`src/rtl/cnc_uart_pkg.sv`:
```
// Shared definitions for the frame serializer: state encoding, default baud
// divisor and frame length.
package cnc_uart_pkg;

  localparam int DEFAULT_CLKS_PER_BIT = 5208;
  localparam int FRAME_LEN            = 8;

  localparam logic [2:0] ST_IDLE  = 3'd0;
  localparam logic [2:0] ST_LOAD  = 3'd1;
  localparam logic [2:0] ST_START = 3'd2;
  localparam logic [2:0] ST_DATA  = 3'd3;
  localparam logic [2:0] ST_STOP  = 3'd4;

  typedef enum logic [2:0] {
    IDLE  = ST_IDLE,
    LOAD  = ST_LOAD,
    START = ST_START,
    DATA  = ST_DATA,
    STOP  = ST_STOP
  } state_t;

endpackage

```
`src/rtl/uart_baud_gen.sv`:
```
// Bit-period divider: bit_tick is high for one cycle at the end of every
// CLKS_PER_BIT-cycle bit period; clr realigns the period to a new character.
module uart_baud_gen
  import cnc_uart_pkg::*;
#(
  parameter int CLKS_PER_BIT = DEFAULT_CLKS_PER_BIT
) (
  input  logic clk,
  input  logic rst,
  input  logic clr,
  output logic bit_tick
);

  localparam int CNT_W = (CLKS_PER_BIT > 1) ? $clog2(CLKS_PER_BIT) : 1;
  localparam logic [CNT_W-1:0] LAST_CNT = CNT_W'(CLKS_PER_BIT - 1);

  logic [CNT_W-1:0] cnt_q;
  logic [CNT_W-1:0] cnt_d;

  always_comb begin
    cnt_d = cnt_q;
    if (clr || (cnt_q == LAST_CNT)) begin
      cnt_d = '0;
    end else begin
      cnt_d = cnt_q + 1'b1;
    end
  end

  always_ff @(posedge clk or posedge rst) begin
    if (rst) begin
      cnt_q <= '0;
    end else begin
      cnt_q <= cnt_d;
    end
  end

  assign bit_tick = (cnt_q == LAST_CNT) && !clr;

endmodule

```
`src/rtl/frame_uart_tx.sv`:
```
// Frame serializer: walks the byte-mux select 0..7 and sends each selected
// byte as one UART 8N1 character, LSB first.
module frame_uart_tx
  import cnc_uart_pkg::*;
#(
  parameter int CLKS_PER_BIT = DEFAULT_CLKS_PER_BIT,
  parameter int FRAME_LEN    = cnc_uart_pkg::FRAME_LEN
) (
  input  logic       clk,
  input  logic       rst,
  input  logic       start,
  input  logic [7:0] data_in,
  output logic [2:0] sel,
  output logic       tx,
  output logic       busy,
  output logic       done
);

  localparam logic [2:0] LAST_IDX = 3'(FRAME_LEN - 1);

  state_t     state_q, state_d;
  logic [2:0] idx_q, idx_d;
  logic [2:0] bit_q, bit_d;
  logic [7:0] shreg_q, shreg_d;
  logic       tx_q, tx_d;
  logic       busy_q, busy_d;
  logic       done_q, done_d;
  logic       bit_tick;
  logic       baud_clr;

  // Holding the divider clear through IDLE and LOAD makes the first bit
  // period start exactly on the edge that enters START.
  assign baud_clr = (state_q == IDLE) || (state_q == LOAD);

  uart_baud_gen #(
    .CLKS_PER_BIT(CLKS_PER_BIT)
  ) u_baud (
    .clk     (clk),
    .rst     (rst),
    .clr     (baud_clr),
    .bit_tick(bit_tick)
  );

  // tx is computed for the next state so the line is registered and changes
  // on the same edge as the state.
  always_comb begin
    state_d = state_q;
    idx_d   = idx_q;
    bit_d   = bit_q;
    shreg_d = shreg_q;
    tx_d    = tx_q;
    done_d  = 1'b0;
    unique case (state_q)
      IDLE: begin
        tx_d  = 1'b1;
        idx_d = '0;
        if (start) begin
          state_d = LOAD;
        end
      end
      LOAD: begin
        shreg_d = data_in;
        bit_d   = '0;
        tx_d    = 1'b0;
        state_d = START;
      end
      START: begin
        if (bit_tick) begin
          tx_d    = shreg_q[0];
          state_d = DATA;
        end
      end
      DATA: begin
        if (bit_tick) begin
          if (bit_q == 3'd7) begin
            tx_d    = 1'b1;
            state_d = STOP;
          end else begin
            bit_d   = bit_q + 3'd1;
            shreg_d = {1'b0, shreg_q[7:1]};
            tx_d    = shreg_q[1];
          end
        end
      end
      STOP: begin
        if (bit_tick) begin
          if (idx_q == LAST_IDX) begin
            idx_d   = '0;
            done_d  = 1'b1;
            state_d = IDLE;
          end else begin
            idx_d   = idx_q + 3'd1;
            state_d = LOAD;
          end
        end
      end
      default: begin
        idx_d   = '0;
        tx_d    = 1'b1;
        state_d = IDLE;
      end
    endcase
    busy_d = (state_d != IDLE);
  end

  always_ff @(posedge clk or posedge rst) begin
    if (rst) begin
      state_q <= IDLE;
      idx_q   <= '0;
      bit_q   <= '0;
      shreg_q <= '0;
      tx_q    <= 1'b1;
      busy_q  <= 1'b0;
      done_q  <= 1'b0;
    end else begin
      state_q <= state_d;
      idx_q   <= idx_d;
      bit_q   <= bit_d;
      shreg_q <= shreg_d;
      tx_q    <= tx_d;
      busy_q  <= busy_d;
      done_q  <= done_d;
    end
  end

  assign sel  = idx_q;
  assign tx   = tx_q;
  assign busy = busy_q;
  assign done = done_q;

endmodule
```
`config.mk`:
```
export PLATFORM = sky130hd
export DESIGN_NAME = frame_uart_tx
export DESIGN_NICKNAME = d
export VERILOG_FILES = /design/src/rtl/cnc_uart_pkg.sv /design/src/rtl/uart_baud_gen.sv /design/src/rtl/frame_uart_tx.sv
export SDC_FILE = /design/constraint.sdc
export NUM_CORES = 1
export LEC_CHECK = 0
export ABC_CLOCK_PERIOD_IN_PS = 2500
export BUFFER_PORTS_ARGS = -buffer_cell sky130_fd_sc_hd__buf_2
export CAP_MARGIN = 30
export CORE_MARGIN = 3
export CORE_UTILIZATION = 55
export DETAILED_ROUTE_END_ITERATION = 7
export PLACE_DENSITY = 0.75
export RECOVER_POWER = 100
export SLEW_MARGIN = 5
export SYNTH_ARGS = -nofsm -noshare
export SYNTH_HDL_FRONTEND = slang
export SYNTH_SLANG_ARGS = --single-unit
```
`constraint.sdc`:
```
create_clock -name clk -period 2.5 [get_ports clk]
set_input_delay 0.25 -clock clk [delete_from_list [all_inputs] [get_ports clk]]
set_output_delay 0.25 -clock clk [all_outputs]
set_load 0.05 [all_outputs]
```
==> results of run 1 <==
-- power by group through the flow --
stage,registers (mW),clock network [mW],logic (mW)
3_3_place_gp,0.554,0,0.0311
5_1_grt,0.545,0.373,0.0367
6_report,0.544,0.331,0.0316
4_1_cts,0.544,0.346,0.0332
3_5_place_dp,0.554,0,0.0320
2_1_floorplan,0.553,0,0.0182
-- stage by stage --
| step | total power [mW] | utilization |
|---|---|---|
| 6_report | 0.906 | 0.660 |
| 5_1_grt | 0.954 | 0.660 |
| 4_1_cts | 0.924 | 0.672 |
| 3_5_place_dp | 0.586 | 0.644 |
| 3_3_place_gp | 0.585 | 0.644 |
| 2_1_floorplan | 0.571 | - |
-- final cells by class --
class,count,area (um2),share of cell area
Clock buffer,7,65.1,0.0343
Clock inverter,1,5.00,0.00264
Inverter,9,33.8,0.0178
Multi-Input combinational cell,120,800,0.421
Sequential cell,33,827,0.435
Tap cell,42,52.6,0.0277
Timing Repair Buffer,22,116,0.0613
-- kinds of logic (layout without fill, tap and decap cells) --
group,Yosys count,count (layout)
AO/OA/AOI/OAI,28,28
XOR/XNOR,12,12
adder cells (fa/ha/maj),5,5
buffers and inverters,18,39
flip-flops,33,33
multiplexers,13,13
AND/OR/NAND/NOR,62,62
-- cells in the mapped netlist (all sizes together) --
library cell | count | area share
dfrtp | 32 | 0.46
nor2 | 23 | 0.050
mux2i | 12 | 0.069
nand2 | 11 | 0.028
inv | 9 | 0.020
nor3 | 9 | 0.026
a21oi | 8 | 0.023
xnor2 | 8 | 0.041
a31oi | 7 | 0.025
buf | 5 | 0.018
ha | 5 | 0.036
nand3 | 5 | 0.014
clkbuf | 4 | 0.0087
o22ai | 4 | 0.014
xor2 | 4 | 0.020
nand4bb | 3 | 0.029
nor2b | 3 | 0.011
o21ai | 3 | 0.0087
nand4 | 2 | 0.0072
nor4 | 2 | 0.0072
or3 | 2 | 0.0072
a211oi | 1 | 0.0043
a22o | 1 | 0.0051
a32o | 1 | 0.0058
and3 | 1 | 0.0036
dfstp | 1 | 0.015
mux2 | 1 | 0.0087
nor3b | 1 | 0.0043
o211ai | 1 | 0.0043
o2bb2ai | 1 | 0.0051
o41ai | 1 | 0.016
-- sequential cells by signal, summed over array words and instances, names as in the netlist --
signal and count:
busy 1, shreg_q 8, done 1, u_baud.cnt_q 13
state_q 3, sel 3, bit_q 3, tx 1
-- layout by cell type (no fill, tap or decap) --
master,count
sky130_fd_sc_hd__ha_1,5
sky130_fd_sc_hd__a21oi_1,8
sky130_fd_sc_hd__nor4_1,2
sky130_fd_sc_hd__nand4_1,2
sky130_fd_sc_hd__clkbuf_1,7
sky130_fd_sc_hd__nand4bb_2,1
sky130_fd_sc_hd__clkinv_2,1
sky130_fd_sc_hd__o41ai_4,1
sky130_fd_sc_hd__nand2_1,11
sky130_fd_sc_hd__xor2_1,4
sky130_fd_sc_hd__buf_2,10
sky130_fd_sc_hd__nor3b_1,1
sky130_fd_sc_hd__or3_1,2
sky130_fd_sc_hd__a211oi_1,1
sky130_fd_sc_hd__and3_1,1
sky130_fd_sc_hd__o2bb2ai_1,1
sky130_fd_sc_hd__mux2i_1,12
sky130_fd_sc_hd__nor2b_1,3
sky130_fd_sc_hd__dlygate4sd3_1,1
sky130_fd_sc_hd__nor2_1,23
sky130_fd_sc_hd__nand3_1,5
sky130_fd_sc_hd__clkbuf_4,5
sky130_fd_sc_hd__a22o_1,1
sky130_fd_sc_hd__nand4bb_1,2
sky130_fd_sc_hd__nor3_1,9
sky130_fd_sc_hd__xnor2_1,8
sky130_fd_sc_hd__a31oi_1,7
sky130_fd_sc_hd__a32o_1,1
sky130_fd_sc_hd__o211ai_1,1
sky130_fd_sc_hd__dfrtp_1,32
sky130_fd_sc_hd__clkbuf_8,2
sky130_fd_sc_hd__buf_4,4
sky130_fd_sc_hd__o21ai_0,3
sky130_fd_sc_hd__dfstp_2,1
sky130_fd_sc_hd__inv_1,9
sky130_fd_sc_hd__o22ai_1,4
sky130_fd_sc_hd__mux2_1,1
-- final timing paths --
path	from	end	slack, ns	depth (start not counted)
worst max-delay path	u_baud.cnt_q[0]	sel[0]	0.44	5
max in group asynchronous	rst	sel[0]	0.68	4
worst min-delay path	data_in[7]	shreg_q[7]	0.20	2
min in group asynchronous	rst	shreg_q[6]	0.54	3
worst max register to register	u_baud.cnt_q[0]	sel[0]	0.44	5
worst min register to register	sel[0]	sel[0]	0.52	1
-- per-layer routing --
metal	global-route usage	wire length, um	up-vias
met5	0	0	-
met3	0.0537	156	2
li1	-	-	645
met4	0.0727	26	0
met2	0.302	1490	35
met1	0.236	1470	609
-- critical path, cell delays in order (launching register included) --
cell and delay [ns]:
sky130_fd_sc_hd__dfrtp_1 0.41, sky130_fd_sc_hd__ha_1 0.25, sky130_fd_sc_hd__nand4bb_2 0.16, sky130_fd_sc_hd__or3_1 0.60, sky130_fd_sc_hd__or3_1 0.43, sky130_fd_sc_hd__mux2i_1 0.13
-- timing repair --
item	CTS	global route
hold endpoints to repair	11	0
setup buffers	0	0
hold buffers	1	0
==> results by group, run 1 <==
Drt
  – Total number of vias: approximately 1300
  – Residual DRC count: 0
  – Count of antenna-violating nets left after detailed routing: 0
  – Via density per instance: around 5.5
  – WL/cell: about 13 um
  – Number of DRC markers after the initial detailed-route iteration: 74
  – Total routed wirelength: about 3.1 mm
  – First-pass iteration count of the detailed router: 4

Floorplanning
  – Die H: between 60 and 70 um
  – Initial Utilization: 0.601
  – Core area: about 0.0029 mm2
  – X dimension of the die: about 62 um
  – Core Rows: 19
  – DIE AREA: 0.00385 mm2
  – I/O Pins: 17

STA
  – Achievable clock frequency: 486 MHz
  – Transition time of the tightest slew-check pin: 0.964 ns
  – Crit path setup slack, layout: between 0.4 and 0.5 ns
  – Minimum hold slack: slightly below 0.2 ns
  – Sum Neg Setup Slack: 0 ns
  – Headroom to the max-slew limit: 0.358
  – Fin. max-slew vios: 0
  – Fin. Hold Viols: 0
  – Final clock period utilization by the worst path: 0.823
  – Min Clock Period, post-route: roughly 2.1 ns
  – Unrepaired setup endpoints after global routing: false
  – Setup violators final: 0
  – Worst Clk Skew: roughly 0.0085 ns

Clock tree
  – Deepest clock path buffer count: 2
  – Number of sinks driven by the clock tree: 33
  – CTS Buf Count: 5
  – Post-CTS sizing: 0
  – H-tree levels: 2
  – Clk slew on worst S/H paths: approximately 0.1 ns
  – Buffer type at the clock tree root: sky130_fd_sc_hd__clkbuf_4
  – Clock tree from TritonCTS: yes
  – Later-pin clock latency in the skew report: between 0.3 and 0.4 ns

Synthesis
  – Proportion of synthesized area in mux cells: 0.0781
  – Post-synthesis share of cell area spent on and, or, nand and nor gates: 0.188
  – Dominant combinational cell family by area after synthesis: simple AND/OR/NAND/NOR gates
  – Synth Area in Compound Gates: 0.112
  – Total of flip-flops plus latches after synthesis: 33
  – Area of the mapped netlist: between 0.0015 and 0.002 mm2
  – Post-Synthesis Cells: about 170
  – Share of the yosys chip area belonging to registers: 0.478
  – Post-synthesis share of cell area spent on full adders, half adders and majority gates: 0.0362
  – Number of warnings issued by yosys: 0
  – Synthesized Nets: roughly 190
  – Count of cell types in the netlist: 35
  – XOR/XNOR Fraction of Synth Area: 0.0608
  – Mean area per synthesized cell: just over 10 um2

Critical path
  – Startpoint-to-endpoint class of the critical path: reg2reg
  – Data required, critical path: 2.74 ns
  – Sort of element at the start of the critical path: flop
  – Critical path fanouts, max: 12
  – Crit path arrival time: 2.30 ns
  – Capturing element type of the critical path: flop

Layout
  – Layout Nets: between 200 and 250
  – Final cell count without fillers: 234
  – Layout cells sized above 1: 0.130
  – Number of antenna diodes: 0
  – Post-route cell area: 0.00190 mm2
  – Post-synthesis to final-layout area growth: 9.84%
  – Fill cell count: around 240

Placement
  – Placed inst area: about 0.0019 mm2
  – Worst setup timing slack at the placement stage: ~0.47 ns
  – Final HPWL DP: roughly 2.3 mm
  – # placed instances: ~230
  – RePlAce Congestion: roughly 0.83
  – Count of port buffers added during placement: 16

Global routing
  – Pin count of the biggest net entering global routing: 19
  – Total congestion overflow after global routing: 0
  – Via count of the first global-routing pass: ~1200
  – Global router's overall resource usage: 0.187
  – Wire length of the first global-routing pass: around 5.2 mm
  – Antenna violations before repair: 0

Power and ir drop
  – Internal Pwr Total: slightly above 700 uW
  – Largest voltage drop on the vdd net: around 300 uV
  – Share of power burned in the clock network: 0.365
  – Switching share of power: 0.210
  – Combinational group share of total power: 0.035
  – Sequential fraction of design power: 0.600
  – Leak: about 0.92 nW
  – Reported net switching power: 190 uW
  – Power density over the cells: around 480 mW/mm2

Run status
  – Run status: finished, final reports clean

Job
  – Max_cap viols: 0

Hold path
  – Min-Delay Path Class: in2reg
Note: power is estimated with default switching activity, not from simulation.
==> run 2, diff against run 1 <==
--- a/config.mk
+++ b/config.mk
@@ -5,13 +5,14 @@
 export SDC_FILE = /design/constraint.sdc
 export NUM_CORES = 1
 export LEC_CHECK = 0
-export ABC_CLOCK_PERIOD_IN_PS = 2500
+export ABC_AREA = 1
+export ABC_CLOCK_PERIOD_IN_PS = 1800
 export BUFFER_PORTS_ARGS = -buffer_cell sky130_fd_sc_hd__buf_2
 export CAP_MARGIN = 30
 export CORE_MARGIN = 3
-export CORE_UTILIZATION = 55
+export CORE_UTILIZATION = 52
 export DETAILED_ROUTE_END_ITERATION = 7
-export PLACE_DENSITY = 0.75
+export PLACE_DENSITY = 0.74
 export RECOVER_POWER = 100
 export SLEW_MARGIN = 5
 export SYNTH_ARGS = -nofsm -noshare
==> constraint.sdc (replaced) <==
create_clock -name clk -period 1.8 [get_ports clk]
set_input_delay 0.18 -clock clk [delete_from_list [all_inputs] [get_ports clk]]
set_output_delay 0.18 -clock clk [all_outputs]
set_load 0.05 [all_outputs]
==> results by group, run 2 <==
Run status
  – Run status: finished, final reports clean

Placement
  – Final HPWL DP: approximately 2.3 mm
  – Worst setup timing slack at the placement stage: 0.261 ns
  – Count of port buffers added during placement: 16
  – RePlAce Congestion: around 0.84

Synthesis
  – Fraction of post-synthesis cell area in the top cell type by area: 0.454
  – Ys flop type: sky130_fd_sc_hd__dfrtp_1
  – Fraction of registers with async set or reset after synthesis: 1.00
  – Number of warnings issued by yosys: 0
  – Share of the yosys chip area belonging to registers: 0.469
  – Leading cell type by number of instances after synthesis: sky130_fd_sc_hd__nand2_1
  – Total of flip-flops plus latches after synthesis: 33
  – Top cells by instance count after synthesis: sky130_fd_sc_hd__nand2_1, sky130_fd_sc_hd__dfrtp_1, sky130_fd_sc_hd__inv_1, sky130_fd_sc_hd__nor2_1, sky130_fd_sc_hd__nand3_1
  – Synthesized Nets: between 200 and 250
  – Mean area per synthesized cell: about 8.7 um2
  – Post-Synthesis Cells: slightly above 200
  – Count of cell types in the netlist: 27
  – Area contributors post-synth: sky130_fd_sc_hd__dfrtp_1, sky130_fd_sc_hd__nand2_1, sky130_fd_sc_hd__o21ai_2
  – Cell type with the highest aggregate area in the netlist: sky130_fd_sc_hd__dfrtp_1
  – Number of enable-type register cells in the synthesized netlist: 0
  – Area of the mapped netlist: approximately 0.0018 mm2

Clock tree
  – Clock tree from TritonCTS: yes
  – Deepest clock path buffer count: 2
  – Clk slew on worst S/H paths: ~0.10 ns
  – CTS Buf Count: 5
  – Buffer type at the clock tree root: sky130_fd_sc_hd__clkbuf_4
  – Number of sinks driven by the clock tree: 33
  – Later-pin clock latency in the skew report: around 0.33 ns
  – Cts hold-fix bufs: 1
  – Buffers inserted by post-CTS timing repair: 0
  – H-tree levels: 2
  – Post-CTS sizing: 0

Layout
  – Post-synthesis to final-layout area growth: 9.22%
  – Highest-count cells in the layout ignoring fill and taps: sky130_fd_sc_hd__nand2_1, sky130_fd_sc_hd__dfrtp_1, sky130_fd_sc_hd__inv_1
  – Largest regs: u_baud.cnt_q (13), shreg_q (8)
  – Commonest non-fill, non-tap cell in the layout: sky130_fd_sc_hd__nand2_1
  – Flip-flop count of the largest register after layout: 13
  – Number of antenna diodes: 0
  – Layout Nets: between 200 and 250
  – Layout cells sized above 1: 0.156
  – Most flops, register: u_baud.cnt_q

Critical path
  – Most frequent cell on the critical path: sky130_fd_sc_hd__nand2_1
  – Buffering stage count on the worst path with inverters included: 2
  – Register-to-Register Path Depth: 10
  – Crit path arrival time: between 1.5 and 2 ns
  – Sort of element at the start of the critical path: flop
  – Cell depth of the worst setup path: 10
  – Critical path fanouts, max: 9
  – Family with the most delay on the worst path: simple AND/OR/NAND/NOR gates
  – Startpoint-to-endpoint class of the critical path: reg2reg
  – Cell-by-cell trace of the critical path: ha_1, nand2_1, inv_1, nand2_1, nor2_4, nand2_4, nand2_2, inv_2, o21ai_0, a21oi_1
  – Cell type of the slowest stage on the worst timing path: sky130_fd_sc_hd__dfrtp_1
  – Max stage delay on crit path: slightly above 0.4 ns
  – Data required, critical path: between 2 and 2.5 ns
  – Capturing element type of the critical path: flop

STA
  – Fin. Hold Viols: 0
  – Min Clock Period, post-route: about 1.6 ns
  – Headroom to the max-slew limit: 0.476
  – Setup violators final: 0
  – Fin. max-slew vios: 0
  – Crit path setup slack, layout: approximately 0.23 ns
  – Final clock period utilization by the worst path: 0.875
  – Achievable clock frequency: 635 MHz
  – Transition time of the tightest slew-check pin: slightly below 0.8 ns
  – Sum Neg Setup Slack: 0 ns
  – Worst Clk Skew: about 0.007 ns
  – Unrepaired setup endpoints after global routing: false

Power and ir drop
  – Leak: 0.991 nW
  – Largest voltage drop on the vdd net: 529 uV
  – Power density over the cells: approximately 700 mW/mm2

Floorplanning
  – Die H: 64.2 um
  – DIE AREA: 0.00413 mm2
  – Core area: ~0.0032 mm2
  – X dimension of the die: approximately 64 um
  – Initial Utilization: 0.560
  – I/O Pins: 17
  – Core Rows: 20

Drt
  – Count of antenna-violating nets left after detailed routing: 0
  – First-pass iteration count of the detailed router: 4
  – Number of DRC markers after the initial detailed-route iteration: 97
  – Total routed wirelength: about 3.2 mm
  – Total number of vias: approximately 1400
  – WL/cell: 11.8 um
  – Residual DRC count: 0
  – Via density per instance: between 5 and 6

Global routing
  – Global router's overall resource usage: 0.183
  – Total congestion overflow after global routing: 0
  – Wire length of the first global-routing pass: between 5 and 6 mm
  – Via count of the first global-routing pass: between 1000 and 1500
  – Pin count of the biggest net entering global routing: 34
  – Antenna violations before repair: 0

Job
  – Max_cap viols: 0

Hold path
  – Hold Path Depth: 3
  – Min-Delay Path Class: in2reg
run 2: logic make-up after synthesis:
kind of cell,Yosys count,synth area share
flip-flops,33,0.469
AO/OA/AOI/OAI,30,0.116
XOR/XNOR,1,0.00497
AND/OR/NAND/NOR,99,0.267
buffers and inverters,27,0.0681
multiplexers,7,0.0397
adder cells (fa/ha/maj),5,0.0355
run 2: worst min-delay path, delay by kind of cell:
family | cells | cell delay [ns]
simple gates | 2 | 0.14
buf+inv | 1 | 0.08
run 2: layout make-up:
type,count,area [um2]
fillers,298,1230
flip-flops and latches,33,827
multi-input cells,142,782
inverters,24,90.1
repair buffers,18,87.6
clock buffers,7,55.1
well taps,44,55.1
clock inverters,1,30.0
run 2: routing by layer:
layer,vias to the layer above,share of wire,track usage
li1,705,-,-
met1,628,0.50,0.256
met2,22,0.45,0.273
met3,6,0.038,0.0527
met4,0,0.013,0.0580
met5,-,0,0
run 2: through the flow:
step                      power [mW]  utilization  area [um2]  instances  hold slack, ns
after global placement         0.816        0.595        1880        260           0.289
final                           1.38        0.611        1930        269          0.0878
after global routing            1.43        0.611        1930        269          0.0687
after detailed placement       0.817        0.595        1880        260           0.291
after CTS                       1.39        0.625        1970        269          0.0786
after floorplan                0.796            -        1760        202           0.308
run 2: path summary, 6_finish.rpt:
path	start	to	slack, ns
min reg2reg	u_baud.cnt_q[0]	u_baud.cnt_q[0]	0.48
min	data_in[7]	shreg_q[7]	0.09
max reg2reg	u_baud.cnt_q[0]	u_baud.cnt_q[5]	0.23
min in group asynchronous	rst	state_q[2]	0.60
max in group asynchronous	rst	shreg_q[2]	0.69
max	u_baud.cnt_q[0]	u_baud.cnt_q[5]	0.23
run 2: where the power goes:
group	internal, mW	switching (mW)
clock	0.332	0.248
sequential	0.750	0.00635
combinational	0.0174	0.0234
